===== src/rtl/rc_lcu_bitcnt.sv =====
// rtl/rc_lcu_bitcnt.sv - per-LCU and per-frame CABAC bit counter feeding LCU rate control
//
// Purpose: accumulates the bits CABAC emits each cycle into a per-LCU and a per-frame
// total, and at every LCU end latches the saturated LCU total for the rate control stage.
//
// Ports:
//   clk, rstn          clock, asynchronous active-low reset
//   frame_start_i      pulse: clear all counters, enter COUNT (highest priority)
//   frame_end_i        pulse: leave COUNT after any same-cycle LCU latch
//   bits_val_i         bits_num_i valid this cycle
//   bits_num_i         bits emitted this cycle
//   ctu_end_i          pulse: last cycle of the current LCU
//   lcu_bitnum_o       saturated bit count of the last completed LCU
//   lcu_bitnum_vld_o   1-cycle pulse when lcu_bitnum_o is updated
//   lcu_sat_o          last latched LCU count saturated
//   frame_bitnum_o     saturated running frame total
//   ctu_cnt_o          LCUs latched since frame start (wraps)
//   busy_o             high while counting a frame
module rc_lcu_bitcnt #(
    parameter int BIT_IN_W = 5,
    parameter int LCU_W    = 16,
    parameter int FRAME_W  = 32,
    parameter int CTU_W    = 13
) (
    input  logic                clk,
    input  logic                rstn,
    input  logic                frame_start_i,
    input  logic                frame_end_i,
    input  logic                bits_val_i,
    input  logic [BIT_IN_W-1:0] bits_num_i,
    input  logic                ctu_end_i,
    output logic [LCU_W-1:0]    lcu_bitnum_o,
    output logic                lcu_bitnum_vld_o,
    output logic                lcu_sat_o,
    output logic [FRAME_W-1:0]  frame_bitnum_o,
    output logic [CTU_W-1:0]    ctu_cnt_o,
    output logic                busy_o
);

    typedef enum logic {S_IDLE, S_COUNT} state_t;

    state_t               r_state;
    logic [LCU_W-1:0]     r_lcu_acc;
    // Sticky: the true LCU sum has exceeded the accumulator range at some point,
    // so an exact all-ones total is distinguishable from a clipped one.
    logic                 r_lcu_ovf;
    logic [LCU_W-1:0]     r_lcu_bitnum;
    logic                 r_lcu_vld;
    logic                 r_lcu_sat;
    logic [FRAME_W-1:0]   r_frame_bitnum;
    logic [CTU_W-1:0]     r_ctu_cnt;

    logic [BIT_IN_W-1:0]  w_bits;
    logic [LCU_W:0]       w_lcu_sum;
    logic [FRAME_W:0]     w_frame_sum;
    logic [LCU_W-1:0]     w_lcu_sat_val;
    logic [FRAME_W-1:0]   w_frame_sat_val;
    logic                 w_lcu_ovf_tot;

    assign w_bits          = bits_val_i ? bits_num_i : '0;
    // One extra bit of headroom: the carry out is the saturation indicator.
    assign w_lcu_sum       = {1'b0, r_lcu_acc} + {{(LCU_W + 1 - BIT_IN_W){1'b0}}, w_bits};
    assign w_frame_sum     = {1'b0, r_frame_bitnum} + {{(FRAME_W + 1 - BIT_IN_W){1'b0}}, w_bits};
    assign w_lcu_sat_val   = w_lcu_sum[LCU_W] ? '1 : w_lcu_sum[LCU_W-1:0];
    assign w_frame_sat_val = w_frame_sum[FRAME_W] ? '1 : w_frame_sum[FRAME_W-1:0];
    assign w_lcu_ovf_tot   = r_lcu_ovf | w_lcu_sum[LCU_W];

    always_ff @(posedge clk or negedge rstn) begin
        if (!rstn) begin
            r_state        <= S_IDLE;
            r_lcu_acc      <= '0;
            r_lcu_ovf      <= 1'b0;
            r_lcu_bitnum   <= '0;
            r_lcu_vld      <= 1'b0;
            r_lcu_sat      <= 1'b0;
            r_frame_bitnum <= '0;
            r_ctu_cnt      <= '0;
        end else begin
            r_lcu_vld <= 1'b0;
            if (frame_start_i) begin
                // Restart from either state; same-cycle bits and LCU end are dropped.
                r_state        <= S_COUNT;
                r_lcu_acc      <= '0;
                r_lcu_ovf      <= 1'b0;
                r_lcu_bitnum   <= '0;
                r_lcu_sat      <= 1'b0;
                r_frame_bitnum <= '0;
                r_ctu_cnt      <= '0;
            end else if (r_state == S_COUNT) begin
                r_frame_bitnum <= w_frame_sat_val;
                if (ctu_end_i) begin
                    // Bits of the ending cycle belong to the ending LCU.
                    r_lcu_bitnum <= w_lcu_sat_val;
                    r_lcu_sat    <= w_lcu_ovf_tot;
                    r_lcu_vld    <= 1'b1;
                    r_ctu_cnt    <= r_ctu_cnt + CTU_W'(1);
                    r_lcu_acc    <= '0;
                    r_lcu_ovf    <= 1'b0;
                end else if (frame_end_i) begin
                    // Partial LCU at frame end is discarded.
                    r_lcu_acc    <= '0;
                    r_lcu_ovf    <= 1'b0;
                end else begin
                    r_lcu_acc    <= w_lcu_sat_val;
                    r_lcu_ovf    <= w_lcu_ovf_tot;
                end
                if (frame_end_i) begin
                    r_state <= S_IDLE;
                end
            end
        end
    end

    assign lcu_bitnum_o     = r_lcu_bitnum;
    assign lcu_bitnum_vld_o = r_lcu_vld;
    assign lcu_sat_o        = r_lcu_sat;
    assign frame_bitnum_o   = r_frame_bitnum;
    assign ctu_cnt_o        = r_ctu_cnt;
    assign busy_o           = (r_state == S_COUNT);

endmodule


===== config.mk =====
export PLATFORM = sky130hd
export DESIGN_NAME = rc_lcu_bitcnt
export DESIGN_NICKNAME = d
export VERILOG_FILES = /design/src/rtl/rc_lcu_bitcnt.sv
export SDC_FILE = /design/constraint.sdc
export NUM_CORES = 1
export LEC_CHECK = 0
export BUFFER_PORTS_ARGS = -buffer_cell sky130_fd_sc_hd__buf_2
export CAP_MARGIN = 15
export CORE_ASPECT_RATIO = 0.6
export CORE_MARGIN = 8
export CORE_UTILIZATION = 32
export CTS_BUF_LIST = sky130_fd_sc_hd__clkbuf_2 sky130_fd_sc_hd__clkbuf_4 sky130_fd_sc_hd__clkbuf_8
export DETAILED_ROUTE_END_ITERATION = 16
export PLACE_DENSITY = 0.55
export SLEW_MARGIN = 20
export SYNTH_ARGS = -nofsm -noshare
export SYNTH_HDL_FRONTEND = slang
export SYNTH_SLANG_ARGS = --single-unit

===== constraint.sdc =====
create_clock -name clk -period 3.61 [get_ports clk]
set_input_delay 0.722 -clock clk [delete_from_list [all_inputs] [get_ports clk]]
set_output_delay 0.722 -clock clk [all_outputs]
set_load 0.01 [all_outputs]

==> results of run 1 <==
[path summary, 6_finish.rpt]
path                                                from  cells after the start                              to  slack, ps
setup / recovery                              bits_val_i                     10  frame_bitnum_o[27]$_DFFE_PN0P_        600
hold / removal                                      rstn                      1   frame_bitnum_o[0]$_DFFE_PN0P_        330
setup reg to reg           frame_bitnum_o[1]$_DFFE_PN0P_                      8  frame_bitnum_o[27]$_DFFE_PN0P_        870
hold reg to reg             lcu_bitnum_o[13]$_DFFE_PN0P_                      2    lcu_bitnum_o[13]$_DFFE_PN0P_        500
max in group asynchronous                           rstn                      2   frame_bitnum_o[5]$_DFFE_PN0P_       2530
min in group clk            lcu_bitnum_o[13]$_DFFE_PN0P_                      2    lcu_bitnum_o[13]$_DFFE_PN0P_        500
[critical path, cell delays in order]
cell and delay [ps]:
buf_2 180, and2_1 180, ha_1 230, ha_1 210
a21oi_1 80, o32a_1 440, a21o_1 270, or3_4 480
and2_0 190, a311oi_1 270
[metrics by stage]
step                      hold slack (ps)  total power (W)  area (sq um)  utilization (%)  setup slack (ps)
final                               328.5         0.001811          5600            38.27             605.0
after global routing                347.0         0.001904          5600            38.27             452.8
after CTS                           327.2         0.001839          5600            38.27             640.3
after detailed placement            489.9         0.001183          5415            37.00             260.3
after global placement              465.2         0.001180          5415            37.00             311.5
after floorplan                     426.4         0.001093          4838                -             620.7
[power groups by stage]
stage	combinational [W]	sequential [W]	clock [W]
3_5_place_dp	0.000215	0.000968	0
2_1_floorplan	0.000126	0.000967	0
4_1_cts	0.000216	0.000950	0.000673
5_1_grt	0.000242	0.000954	0.000709
6_report	0.000215	0.000949	0.000647
3_3_place_gp	0.000213	0.000967	0
[layout by cell type (no fill, tap or decap), drive strengths merged, types with 16 or more instances in the layout]
cell	instances
a211oi	16
a31oi	17
nor2	62
buf	90
nand2	35
inv	22
a21oi	36
o21ai	26
nand3	23
and3	25
dfrtp	81
[cell families (layout without fill, tap and decap cells)]
| kind of cell | Yosys count | in the layout | share of synthesized area (%) |
|---|---|---|---|
| AO/OA/AOI/OAI | 176 | 176 | 25.94 |
| XOR/XNOR | 20 | 20 | 3.620 |
| adder cells (fa/ha/maj) | 7 | 7 | 1.810 |
| buffers and inverters | 54 | 125 | 4.862 |
| flip-flops | 81 | 81 | 41.89 |
| multiplexers | 1 | 1 | 0.2069 |
| AND/OR/NAND/NOR | 201 | 201 | 21.67 |
[layout make-up]
cell class                 instances  area (sq um)  area share (%)
sequential                        81          2027           36.19
clock inverter                     7         61.31           1.095
clock buffer                       9         123.9           2.212
tap                              198         247.7           4.424
inverter                          19         71.32           1.273
multi-input combinational        405          2576           46.00
timing repair buffer              90         493.0           8.803
[state kept, by name, indices dropped and copies added (netlist names)]
register	flops
busy_o	1
ctu_cnt_o	13
frame_bitnum_o	32
lcu_bitnum_o	16
lcu_bitnum_vld_o	1
lcu_sat_o	1
r_lcu_acc	16
r_lcu_ovf	1
[metal layers]
metal | vias to the layer above | share of wire (%)
met5 | - | 0
met4 | 0 | 0.40
met3 | 7 | 7.6
met2 | 152 | 39
met1 | 2196 | 53
li1 | 2138 | -
==> run_summary.xml, run 1 <==
<?xml version="1.0" encoding="UTF-8"?>
<metrics>
  <group name="run_status">
    <metric name="run_status" unit="">complete, no violations</metric>
  </group>
  <group name="route">
    <metric name="detail_route.iter0.violations" unit="">406</metric>
    <metric name="wl_per_cell" unit="um">18.33</metric>
    <metric name="post_drt_via_cell_ratio" unit="">5.554</metric>
    <metric name="finalWirelength" unit="um">14830</metric>
    <metric name="route.antenna.remaining_nets" unit="">0</metric>
    <metric name="drtPass1Iterations" unit="">4</metric>
    <metric name="drc" unit="">0</metric>
    <metric name="route.vias.total" unit="">4493</metric>
  </group>
  <group name="floorplanning">
    <metric name="die_x" unit="um">174.7</metric>
    <metric name="design.core.area" unit="sq um">14630</metric>
    <metric name="initial_core_util" unit="%">33.06</metric>
    <metric name="rows" unit="">34</metric>
    <metric name="floorplan.die_area" unit="sq um">19440</metric>
    <metric name="die_h" unit="um">111.2</metric>
    <metric name="i_o_pin_total" unit="">75</metric>
  </group>
  <group name="clocking">
    <metric name="clock-sinks" unit="">81</metric>
    <metric name="holdBufCountCts" unit="">0</metric>
    <metric name="htreeDepth" unit="">3</metric>
    <metric name="clock_slew_at_reported_path_ffs" unit="ps">90</metric>
    <metric name="cts.path.max_buffers" unit="">2</metric>
    <metric name="cts_made_buffers" unit="">9</metric>
    <metric name="postCtsResizedCells" unit="">0</metric>
    <metric name="clock_tree_from_tritoncts" unit="">done</metric>
    <metric name="insertion_delay" unit="ps">360</metric>
    <metric name="clk_root_buffer_cell" unit="">clkbuf_8</metric>
    <metric name="postCtsSetupBuffers" unit="">0</metric>
  </group>
  <group name="global_route">
    <metric name="grt_start_max_net_pins" unit="">38</metric>
    <metric name="groute.layer.met2.usage" unit="%">19.42</metric>
    <metric name="grt_pass1_vias" unit="">4225</metric>
    <metric name="overflow" unit="">0</metric>
    <metric name="grt_first_pass_wirelength" unit="um">23680</metric>
    <metric name="grt_use_met1" unit="%">23.55</metric>
    <metric name="grt_most_used_layer" unit="">met1</metric>
    <metric name="grt_antenna_before_repair" unit="">0</metric>
    <metric name="track_usage" unit="%">14.92</metric>
    <metric name="met3_track_demand_over_resource_in_global_routing" unit="%">4.184</metric>
  </group>
  <group name="timing">
    <metric name="setup_viol_count_final" unit="">0</metric>
    <metric name="rsz_0062_raised_after_global_routing" unit="">false</metric>
    <metric name="finalHoldViolations" unit="">0</metric>
    <metric name="transition_time_at_the_pin_with_the_least_slew_margin" unit="ps">608.8</metric>
    <metric name="max_freq" unit="GHz">0.3328</metric>
    <metric name="setup-tns-final" unit="ps">0</metric>
    <metric name="final_max_slew_viol_count" unit="">0</metric>
    <metric name="fin_skew" unit="ps">13.43</metric>
    <metric name="maxSlewHeadroom" unit="%">59.41</metric>
    <metric name="clock_period_minus_final_worst_setup_slack" unit="ps">3005</metric>
    <metric name="final_min_period_over_clock_period" unit="%">83.24</metric>
  </group>
  <group name="yosys">
    <metric name="yosysUniqueCellTypes" unit="">73</metric>
    <metric name="synth_seq_area_share" unit="%">41.89</metric>
    <metric name="post-synth-top-area-fraction" unit="%">41.89</metric>
    <metric name="ys_top_cells_by_area" unit="">dfrtp_1 42%, nor2_1 4.8%, a21oi_1 3.7%, nand2_1 2.7%, o21ai_0 2.7%</metric>
    <metric name="synth_warnings" unit="">0</metric>
    <metric name="synthDominantAreaCellType" unit="">dfrtp_1</metric>
    <metric name="proportion_of_synthesized_flip_flops_having_asynchronous_set_or_reset" unit="%">100.0</metric>
    <metric name="postSynthRegisterBits" unit="">81</metric>
    <metric name="syn-cell-area" unit="sq um">4838</metric>
    <metric name="ys.flop_type" unit="">dfrtp_1</metric>
    <metric name="post_synth_most_frequent_cells" unit="">81 x dfrtp_1, 62 x nor2_1, 36 x a21oi_1, 35 x nand2_1, 26 x o21ai_0</metric>
    <metric name="synth.most_common_cell" unit="">dfrtp_1</metric>
    <metric name="synthesis.area_per_instance" unit="sq um">8.960</metric>
    <metric name="syn_nets" unit="">558</metric>
    <metric name="post_synth_inst_count" unit="">540</metric>
    <metric name="synth_edf_count" unit="">0</metric>
  </group>
  <group name="job">
    <metric name="timing.max_cap.violations" unit="">0</metric>
  </group>
  <group name="placed_design">
    <metric name="portBuffers" unit="">74</metric>
    <metric name="place_inst" unit="">793</metric>
    <metric name="place.detailed.hpwl" unit="um">10910</metric>
    <metric name="gp_routability_congestion" unit="">0.8407</metric>
  </group>
  <group name="critical_path">
    <metric name="start_kind" unit="">primary input</metric>
    <metric name="critical_path_peak_fanout" unit="">13</metric>
    <metric name="path_class" unit="">primary input to flip-flop</metric>
    <metric name="kind_of_capture_point_of_the_worst_setup_path" unit="">flip-flop</metric>
    <metric name="data_arrival_time_of_the_worst_path" unit="ps">3270</metric>
    <metric name="worst-endpoint-required" unit="ps">3870</metric>
  </group>
  <group name="worst_hold_path">
    <metric name="path_class_of_the_lowest_slack_min_delay_path" unit="">primary input to asynchronous set/reset pin</metric>
  </group>
  <group name="power">
    <metric name="share_of_total_power_consumed_by_net_switching" unit="%">30.48</metric>
    <metric name="power_report.internal_total" unit="W">0.001259</metric>
    <metric name="p_leak" unit="nW">2.636</metric>
    <metric name="powerDensity" unit="nW/um^2">323.4</metric>
    <metric name="p_comb_share" unit="%">11.9</metric>
    <metric name="seqPwrFrac" unit="%">52.4</metric>
    <metric name="clockPowerShare" unit="%">35.7</metric>
    <metric name="ir_drop" unit="mV">0.1540</metric>
    <metric name="net_sw_power" unit="W">0.0005521</metric>
  </group>
  <group name="finish">
    <metric name="num-nets-final" unit="">624</metric>
    <metric name="count_of_antenna_diodes_in_the_layout" unit="">0</metric>
    <metric name="finish.cell_count_without_fillers" unit="">809</metric>
    <metric name="fillerInstances" unit="">1532</metric>
    <metric name="final_layout_size_suffix_gt1_share" unit="%">21.77</metric>
    <metric name="layout-area-overhead-vs-synth" unit="%">15.75</metric>
  </group>
</metrics>
No activity file was read; power rests on OpenSTA's default activity.
==> run 2: changes to the inputs <==
PLACE_DENSITY = 0.57   (was 0.55)
clock period = 2.6 ns   (was 3.61 ns; I/O delays follow)
==> run 2 against run 1 <==
Effect of this change:
- clock skew decreased by 5.1 ps
- first-iteration DRC count decreased by 33%
- hold slack got worse by 200 ps
- combinational power increased by 55%
- largest cell class unchanged
- final area rose by 8.3%
- sequential share of layout area down 2.8 points
- worst setup slack got worse by 490 ps
- highest routed layer unchanged
- critical path depth decreased by 4
- die area stayed put
- non-clock buffer count up 45
- clock power rose by 50%
==> run_summary.xml, run 2 (synthesis gave the netlist of run 1 again) <==
<?xml version="1.0" encoding="UTF-8"?>
<metrics>
  <group name="finish">
    <metric name="layout-area-overhead-vs-synth" unit="%">25.39</metric>
    <metric name="largest_register_ffs" unit="">32</metric>
    <metric name="layout_common_cells" unit="">81 x dfrtp_1, 73 x buf_2, 62 x nor2_1</metric>
    <metric name="final_layout_size_suffix_gt1_share" unit="%">28.51</metric>
    <metric name="count_of_antenna_diodes_in_the_layout" unit="">0</metric>
    <metric name="finish.cell_count_without_fillers" unit="">854</metric>
    <metric name="most_frequent_standard_cell_in_the_layout_excluding_fill_and_tap_cells" unit="">dfrtp_1</metric>
    <metric name="utilization" unit="%">41.46</metric>
    <metric name="fillerInstances" unit="">1501</metric>
    <metric name="num-nets-final" unit="">669</metric>
  </group>
  <group name="power">
    <metric name="share_of_total_power_consumed_by_net_switching" unit="%">29.02</metric>
    <metric name="power_report.internal_total" unit="W">0.001862</metric>
    <metric name="ir_drop" unit="mV">0.3004</metric>
    <metric name="seqPwrFrac" unit="%">50.2</metric>
    <metric name="p_leak" unit="nW">2.893</metric>
    <metric name="powerDensity" unit="nW/um^2">432.3</metric>
    <metric name="p_comb_share" unit="%">12.7</metric>
    <metric name="clockPowerShare" unit="%">37.1</metric>
    <metric name="net_sw_power" unit="W">0.0007610</metric>
  </group>
  <group name="route">
    <metric name="wl_per_cell" unit="um">17.74</metric>
    <metric name="met1_length" unit="um">8318</metric>
    <metric name="post_drt_via_cell_ratio" unit="">5.439</metric>
    <metric name="route.vias.total" unit="">4645</metric>
    <metric name="routed.top_layer" unit="">met4</metric>
    <metric name="detail_route.iter0.violations" unit="">274</metric>
    <metric name="route.antenna.remaining_nets" unit="">0</metric>
    <metric name="drtPass1Iterations" unit="">5</metric>
    <metric name="routed-wl-met2" unit="um">5835</metric>
    <metric name="drc" unit="">0</metric>
    <metric name="dr_wl_met3" unit="um">910</metric>
    <metric name="finalWirelength" unit="um">15150</metric>
  </group>
  <group name="timing">
    <metric name="transition_time_at_the_pin_with_the_least_slew_margin" unit="ps">634.6</metric>
    <metric name="clock_period_minus_final_worst_setup_slack" unit="ps">2486</metric>
    <metric name="finalHoldViolations" unit="">0</metric>
    <metric name="final_min_period_over_clock_period" unit="%">95.61</metric>
    <metric name="rsz_0062_raised_after_global_routing" unit="">false</metric>
    <metric name="max_freq" unit="GHz">0.4023</metric>
    <metric name="setup_viol_count_final" unit="">0</metric>
    <metric name="fin_skew" unit="ps">8.356</metric>
    <metric name="fin_worst_hold_slack" unit="ps">126.9</metric>
    <metric name="maxSlewHeadroom" unit="%">57.69</metric>
    <metric name="final_max_slew_viol_count" unit="">0</metric>
  </group>
  <group name="clocking">
    <metric name="clock_slew_at_reported_path_ffs" unit="ps">90</metric>
    <metric name="clock-sinks" unit="">81</metric>
    <metric name="postCtsSetupBuffers" unit="">0</metric>
    <metric name="cts.path.max_buffers" unit="">2</metric>
    <metric name="htreeDepth" unit="">3</metric>
    <metric name="insertion_delay" unit="ps">360</metric>
    <metric name="clk_root_buffer_cell" unit="">clkbuf_8</metric>
    <metric name="clock_tree_from_tritoncts" unit="">done</metric>
    <metric name="holdBufCountCts" unit="">0</metric>
    <metric name="postCtsResizedCells" unit="">0</metric>
    <metric name="cts_made_buffers" unit="">9</metric>
  </group>
  <group name="critical_path">
    <metric name="start_kind" unit="">flip-flop</metric>
    <metric name="path_class" unit="">flip-flop to flip-flop</metric>
    <metric name="worst-endpoint-required" unit="ps">2880</metric>
    <metric name="critical_path_peak_fanout" unit="">11</metric>
    <metric name="kind_of_capture_point_of_the_worst_setup_path" unit="">flip-flop</metric>
    <metric name="data_arrival_time_of_the_worst_path" unit="ps">2760</metric>
    <metric name="worst-r2r-setup-slack" unit="ps">110</metric>
  </group>
  <group name="global_route">
    <metric name="grt_first_pass_wirelength" unit="um">24630</metric>
    <metric name="grt_pass1_vias" unit="">4414</metric>
    <metric name="grt_start_max_net_pins" unit="">42</metric>
    <metric name="grt_antenna_before_repair" unit="">0</metric>
    <metric name="overflow" unit="">0</metric>
    <metric name="track_usage" unit="%">15.46</metric>
  </group>
  <group name="floorplanning">
    <metric name="die_h" unit="um">111.2</metric>
    <metric name="design.core.area" unit="sq um">14630</metric>
    <metric name="initial_core_util" unit="%">33.06</metric>
    <metric name="rows" unit="">34</metric>
    <metric name="die_x" unit="um">174.7</metric>
    <metric name="i_o_pin_total" unit="">75</metric>
    <metric name="floorplan.die_area" unit="sq um">19440</metric>
  </group>
  <group name="placed_design">
    <metric name="place.detailed.hpwl" unit="um">11450</metric>
    <metric name="place_inst" unit="">838</metric>
    <metric name="gp_routability_congestion" unit="">0.8534</metric>
    <metric name="portBuffers" unit="">74</metric>
  </group>
  <group name="worst_hold_path">
    <metric name="path_class_of_the_lowest_slack_min_delay_path" unit="">primary input to asynchronous set/reset pin</metric>
  </group>
  <group name="run_status">
    <metric name="run_status" unit="">complete, no violations</metric>
  </group>
  <group name="job">
    <metric name="timing.max_cap.violations" unit="">0</metric>
  </group>
</metrics>
run 2: worst max-delay path: stages, from the launching register on:
cell     delay [ps]
dfrtp_1         450
and4_1          300
nand3_4         130
or4_4           600
o31a_2          450
and4_1          240
nor4_2          230
run 2: final timing paths:
kind | start | end | depth (start not counted)
min | rstn | frame_bitnum_o[28]$_DFFE_PN0P_ | 1
max | frame_bitnum_o[15]$_DFFE_PN0P_ | frame_bitnum_o[21]$_DFFE_PN0P_ | 6
min reg2reg | lcu_bitnum_o[13]$_DFFE_PN0P_ | lcu_bitnum_o[13]$_DFFE_PN0P_ | 2
max in group asynchronous | rstn | lcu_bitnum_o[6]$_DFFE_PN0P_ | 2
min in group clk | frame_end_i | busy_o$_DFF_PN0_ | 3
max reg2reg | frame_bitnum_o[15]$_DFFE_PN0P_ | frame_bitnum_o[21]$_DFFE_PN0P_ | 6
run 2: power groups by stage:
stage | registers [W] | logic [W] | clock network, W
2_1_floorplan | 0.00134 | 0.000188 | 0
3_3_place_gp | 0.00134 | 0.000327 | 0
3_5_place_dp | 0.00134 | 0.000335 | 0
4_1_cts | 0.00132 | 0.000337 | 0.00101
5_1_grt | 0.00132 | 0.000372 | 0.00106
6_report | 0.00132 | 0.000333 | 0.000973
run 2: layout make-up:
cell class	count	area, sq um	share of cell area (%)
multi-input combinational	405	2664	43.91
tap	198	247.7	4.083
inverter	19	71.32	1.175
sequential	81	2027	33.41
clock buffer	9	123.9	2.042
timing repair buffer	135	855.8	14.11
clock inverter	7	77.57	1.279
run 2: routing by layer:
layer | vias to the layer above | GRT usage [%]
li1 | 2227 | -
met1 | 2270 | 24.44
met2 | 141 | 19.98
met3 | 7 | 3.878
met4 | 0 | 3.375
met5 | - | 0
run 2: stage by stage:
stage	setup slack (ps)	instance area, sq um	setup TNS (ps)	power, W
3_5_place_dp	-191.5	5866	-3973	0.001677
4_1_cts	143.0	6067	0	0.002660
5_1_grt	8.339	6067	0	0.002750
6_report	114.0	6067	0	0.002623
3_3_place_gp	-94.32	5866	-1646	0.001667
2_1_floorplan	5.336	4945	0	0.001532
